==> config.mk <==
export PLATFORM = sky130hd
export DESIGN_NAME = seq_mult16
export DESIGN_NICKNAME = d
export VERILOG_FILES = /design/src/rtl/seq_mult16.sv
export SDC_FILE = /design/constraint.sdc
export NUM_CORES = 1
export LEC_CHECK = 0
export ABC_CLOCK_PERIOD_IN_PS = 3710
export CAP_MARGIN = 5
export CORE_MARGIN = 2
export CORE_UTILIZATION = 36
export CTS_BUF_LIST = sky130_fd_sc_hd__clkbuf_16
export CTS_CLUSTER_DIAMETER = 100
export DETAILED_ROUTE_END_ITERATION = 10
export PLACE_DENSITY_LB_ADDON = 0.2
export SKIP_LAST_GASP = 1
export SYNTH_ARGS = -nofsm -noshare
export SYNTH_HDL_FRONTEND = slang
export SYNTH_SLANG_ARGS = --single-unit
==> constraint.sdc <==
create_clock -name clk -period 3.71 [get_ports clk]
set_clock_uncertainty 0.1 [all_clocks]
set_input_delay 0.5565 -clock clk [delete_from_list [all_inputs] [get_ports clk]]
set_output_delay 0.5565 -clock clk [all_outputs]
set_load 0.03 [all_outputs]
==> src/rtl/seq_mult16.sv <==
`timescale 1ns/1ps
// seq_mult16: multi-cycle radix-2 shift-add multiplier feeding the multiply
// input of the ALU result-select mux. It accepts two operands on a start
// pulse, iterates one multiplier bit per clock, and presents a registered
// product together with a one-cycle done pulse. The product is held until
// the next operation completes.
//
// Ports:
//   clk          system clock, rising edge
//   rst_n        asynchronous active-low reset
//   start        request pulse; accepted only in IDLE or DONE
//   signed_mode  1 = two's-complement operands, 0 = unsigned (sampled with start)
//   in0, in1     multiplicand / multiplier (sampled with start)
//   busy         high while an operation iterates
//   done         one-cycle pulse on the cycle prod is updated
//   prod         registered 2*WIDTH-bit product, holds the last result
module seq_mult16 #(
    parameter int WIDTH = 16,
    parameter int CNT_W = 5
) (
    input  logic                 clk,
    input  logic                 rst_n,
    input  logic                 start,
    input  logic                 signed_mode,
    input  logic [WIDTH-1:0]     in0,
    input  logic [WIDTH-1:0]     in1,
    output logic                 busy,
    output logic                 done,
    output logic [2*WIDTH-1:0]   prod
);

    typedef enum logic [1:0] {
        ST_IDLE = 2'b00,
        ST_RUN  = 2'b01,
        ST_DONE = 2'b10
    } state_t;

    state_t               state_r;
    state_t               state_s;
    logic                 accept_s;
    logic                 last_s;
    logic [WIDTH:0]       sum_s;
    logic [2*WIDTH-1:0]   shifted_s;
    logic [2*WIDTH-1:0]   result_s;

    logic [WIDTH-1:0]     mcand_r;
    logic [WIDTH-1:0]     hi_r;
    logic [WIDTH-1:0]     lo_r;
    logic [CNT_W-1:0]     cnt_r;
    logic                 neg_r;
    logic [2*WIDTH-1:0]   prod_r;
    logic                 busy_r;
    logic                 done_r;

    // Magnitude of an operand. The most negative value maps onto itself,
    // which is its correct unsigned magnitude, so no overflow occurs.
    function automatic logic [WIDTH-1:0] magnitude(input logic [WIDTH-1:0] v,
                                                   input logic             sm);
        if (sm && v[WIDTH-1]) begin
            return ~v + {{(WIDTH-1){1'b0}}, 1'b1};
        end else begin
            return v;
        end
    endfunction

    assign last_s = (state_r == ST_RUN) && (cnt_r == CNT_W'(WIDTH - 1));

    // Next-state logic and start acceptance.
    always_comb begin
        state_s  = state_r;
        accept_s = 1'b0;
        case (state_r)
            ST_IDLE: begin
                if (start) begin
                    state_s  = ST_RUN;
                    accept_s = 1'b1;
                end else begin
                    state_s  = ST_IDLE;
                end
            end
            ST_RUN: begin
                if (last_s) begin
                    state_s = ST_DONE;
                end else begin
                    state_s = ST_RUN;
                end
            end
            ST_DONE: begin
                if (start) begin
                    state_s  = ST_RUN;
                    accept_s = 1'b1;
                end else begin
                    state_s  = ST_IDLE;
                end
            end
            default: begin
                state_s = ST_IDLE;
            end
        endcase
    end

    // One iteration step: conditional add into the upper half with the
    // carry kept, then shift {carry, hi, lo} right by one. On the final
    // step the shifted value is the full unsigned product.
    always_comb begin
        sum_s     = {1'b0, hi_r} + (lo_r[0] ? {1'b0, mcand_r} : {(WIDTH+1){1'b0}});
        shifted_s = {sum_s, lo_r[WIDTH-1:1]};
        if (neg_r) begin
            result_s = ~shifted_s + {{(2*WIDTH-1){1'b0}}, 1'b1};
        end else begin
            result_s = shifted_s;
        end
    end

    // State register.
    always_ff @(posedge clk or negedge rst_n) begin
        if (!rst_n) begin
            state_r <= ST_IDLE;
        end else begin
            state_r <= state_s;
        end
    end

    // Operand capture and iteration datapath.
    always_ff @(posedge clk or negedge rst_n) begin
        if (!rst_n) begin
            mcand_r <= {WIDTH{1'b0}};
            hi_r    <= {WIDTH{1'b0}};
            lo_r    <= {WIDTH{1'b0}};
            cnt_r   <= {CNT_W{1'b0}};
            neg_r   <= 1'b0;
        end else if (accept_s) begin
            mcand_r <= magnitude(in0, signed_mode);
            lo_r    <= magnitude(in1, signed_mode);
            hi_r    <= {WIDTH{1'b0}};
            cnt_r   <= {CNT_W{1'b0}};
            neg_r   <= signed_mode & (in0[WIDTH-1] ^ in1[WIDTH-1]);
        end else if (state_r == ST_RUN) begin
            hi_r    <= shifted_s[2*WIDTH-1:WIDTH];
            lo_r    <= shifted_s[WIDTH-1:0];
            cnt_r   <= cnt_r + {{(CNT_W-1){1'b0}}, 1'b1};
        end else begin
            cnt_r   <= cnt_r;
        end
    end

    // Registered outputs: product updates only on the completion edge.
    always_ff @(posedge clk or negedge rst_n) begin
        if (!rst_n) begin
            prod_r <= {(2*WIDTH){1'b0}};
            busy_r <= 1'b0;
            done_r <= 1'b0;
        end else begin
            if (last_s) begin
                prod_r <= result_s;
            end else begin
                prod_r <= prod_r;
            end
            busy_r <= (state_s == ST_RUN);
            done_r <= last_s;
        end
    end

    assign busy = busy_r;
    assign done = done_r;
    assign prod = prod_r;

endmodule

==> flow_summary_export.csv <==
group,metric,value,unit
worst_setup_path,crit_required,3.83,ns
global_routing,grt_max_degree,70,
sta,final_max_slew_viol_count,0,
synthesis,yosysMostFrequentCell,"nand2_1",
routing,drtPass1Iterations,5,
layout,fillers,1518,
power,p_leak,3.02,nW
floorplanning,start_util,37.0,%
worst_setup_path,worstPathMaxFanout,5,
place,dp_hpwl,10300,um
floorplanning,die_h,129,um
cts,clockRootBuffer,"clkbuf_16",
worst_setup_path,crit_path_cell_trace,"and2_1 -> ha_1 -> fa_1 -> or4_1 -> nor4_1 -> buf_4 -> nand4b_4 -> nor4_1 -> mux2i_1 -> nand2_1",
worst_setup_path,crit_path_max_incr_delay,0.63,ns
worst_setup_path,start_kind,"register",
floorplanning,die_w,129,um
synthesis,async_reset_ff_share,100,%
sta,max_freq,286,MHz
place,place_congestion,0.869,
routing,drt_iter0_drc,324,
job,maxCapViolCount,0,
worst_setup_path,path_buf_inv,1,
sta,layout_min_cycle_time,3.49,ns
synthesis,syn_area,5670,um2
global_routing,grt-ovfl-total,0,
cts,clock_latency,0.34,ns
sta,setup_viol,0,
cts,cts_tree,"done",
floorplanning,num_rows,45,
place,portBuffers,69,
worst_setup_path,r2r_start,"mcand_r[0]",
synthesis,ys_seq_area_share,39.7,%
routing,avgRoutedWirePerCell,14.6,um
cts,cts_buffer_depth,2,
power,vdd_drop_max,369,uV
power,power_density,950,nW/um2
synthesis,synth_top_cell_area_share,39.7,%
global_routing,antenna_found_initial,0,
layout,final_nets,777,
routing,vias_per_cell,5.19,
layout,insertedDiodeCount,0,
synthesis,synthesis.nets,711,
cts,htreeDepth,3,
sta,hold_slack,0.213,ns
layout,area_growth,22.0,%
worst_setup_path,worstSetupPathType,"register to register",
worst_setup_path,end_kind,"register",
global_routing,grt_pass1_wl,22700,um
sta,hold_violations,0,
worst_setup_path,startpoint,"mcand_r[0]",
layout,drive_gt1_share,6.50,%
synthesis,syn_avg_cell_area,8.68,um2
sta,rsz0062_at_grt,"false",
worst_setup_path,timing.critical_path.mode_cell,"nor4_1",
synthesis,synth_edf_count,0,
routing,postRouteAntennaNets,0,
global_routing,track_usage,17.0,%
cts,post-cts-setup-buffer-count,0,
worst_setup_path,critPathTopFamily,"simple AND/OR/NAND/NOR gates",
routing,vias,4849,
synthesis,synth_largest_area_cell,"dfrtp_1",
worst_setup_path,ff2ff_setup_slack,0.22,ns
synthesis,netlist_instances,653,
floorplanning,fp.coreArea,15300,um2
global_routing,first_global_vias,4536,
worst_setup_path,critical-path-slowest-cell,"or4_1",
worst_setup_path,worstReg2RegEnd,"prod[31]",
sta,post-route-period-util,94.1,%
sta,slew_headroom,35.0,%
sta,worst_pin_slew,0.975,ns
worst_setup_path,reg2regPathDepth,10,
synthesis,synth_cell_types,59,
floorplanning,die_area,16800,um2
cts,cts.sink_count,90,
synthesis,yosys_warnings,0,
cts,cts_buffers,9,
cts,clk_pin_slew,0.06,ns
routing,drc,0,
floorplanning,boundaryPins,70,
run_status,outcome,"finished, final reports clean",
sta,tns,0,ns
synthesis,yosys_register_bits,90,
synthesis,synth_commonest_cells,"nand2_1, dfrtp_1, o21ai_0",
hold_path,hp-class,"input port to asynchronous set/reset pin",
synthesis,ys.flop_type,"dfrtp_1",
routing,totalWireLength,13700,um
worst_setup_path,critPathArrivalTime,3.61,ns
synthesis,ys_top_cells_by_area,"dfrtp_1, nand2_1, o21ai_0",
-- flip-flops by register name, summed over array words and instances (netlist names) --
signal   count
lo_r        16
hi_r        16
prod        32
cnt_r        5
done         1
busy         1
neg_r        1
mcand_r     16
state_r      2
-- worst max path at each step --
stage	endpoint	slack, ns	cells past startpoint
global route	prod[31]	0.01	11
detailed placement	prod[31]	0.16	10
finish	prod[31]	0.22	10
CTS	prod[31]	0.13	10
floorplan	prod[31]	0.08	10
global placement	prod[31]	0.35	10
-- per-stage QoR --
stage | worst slack [ns] | instance area (um2) | power, W | cells | util, %
global placement | 0.350 | 6630 | 0.00561 | 919 | 43.3
floorplan | 0.0801 | 5670 | 0.00434 | 653 | -
detailed placement | 0.164 | 6630 | 0.00569 | 919 | 43.3
CTS | 0.132 | 6910 | 0.00661 | 934 | 45.1
global route | 0.0133 | 6920 | 0.00714 | 934 | 45.2
finish | 0.218 | 6920 | 0.00657 | 934 | 45.2
-- cell type report --
type	instances	area (um2)	share of cell area, %
clock buffer	9	225	3.26
tap	211	264	3.82
multi-input combinational	514	3220	46.6
clock inverter	6	58.8	0.850
inverter	15	56.3	0.814
sequential	90	2250	32.6
timing repair buffer	89	838	12.1
-- layout by cell type (no fill, tap or decap), types with 4 or more instances in the layout --
master / netlist / final
a211oi_1: 5 / 4
a21o_1: 5 / 5
a21oi_1: 19 / 19
a22o_1: 11 / 11
a31oi_1: 19 / 19
and2_1: 20 / 20
and3_1: 8 / 8
buf_4: 0 / 21
clkbuf_16: 0 / 9
clkdlybuf4s50_1: 0 / 68
dfrtp_1: 90 / 90
ha_1: 21 / 21
inv_1: 15 / 16
mux2i_1: 4 / 4
nand2_1: 113 / 112
nand2b_1: 6 / 5
nand3_1: 5 / 5
nor2_1: 40 / 40
nor4_1: 7 / 7
o21ai_0: 84 / 84
o31ai_1: 12 / 12
o41ai_1: 6 / 6
or3_1: 7 / 7
or4_1: 5 / 5
xnor2_1: 22 / 22
xor2_1: 44 / 44
-- cell families after synthesis --
logic type	after synthesis	synth area share, %
XOR/XNOR	66	10.2
flip-flops	90	39.7
AND/OR/NAND/NOR	236	20.1
adder cells (fa/ha/maj)	22	4.99
AO/OA/AOI/OAI	186	20.6
buffers and inverters	49	3.69
multiplexers	4	0.706
-- timing repair --
action	CTS	global route
resized for setup	0	1
endpoints found under the setup margin	0	5
hold buffers	0	0
-- report_power, final --
part           switching [W]  internal (W)  total (W)
combinational        0.00217       0.00164    0.00381
clock               0.000379      0.000515   0.000894
sequential          0.000408       0.00146    0.00187
total                0.00296       0.00362    0.00657
-- layer usage --
| layer | vias up | wire length, um | GRT usage [%] |
|---|---|---|---|
| li1 | 2466 | - | - |
| met4 | 0 | 197 | 5.82 |
| met5 | - | 0 | 0 |
| met3 | 10 | 478 | 2.23 |
| met1 | 2275 | 7070 | 25.7 |
| met2 | 98 | 5910 | 25.2 |
-- worst register-to-register path, delay by kind of cell, from the launching register on --
family	cells	cell delay [ns]
flip-flops	1	0.38
adder cells (fa/ha/maj)	2	0.74
multiplexers	1	0.26
buffers and inverters	1	0.20
AND/OR/NAND/NOR	6	1.70
No activity file was read; power rests on OpenSTA's default activity.
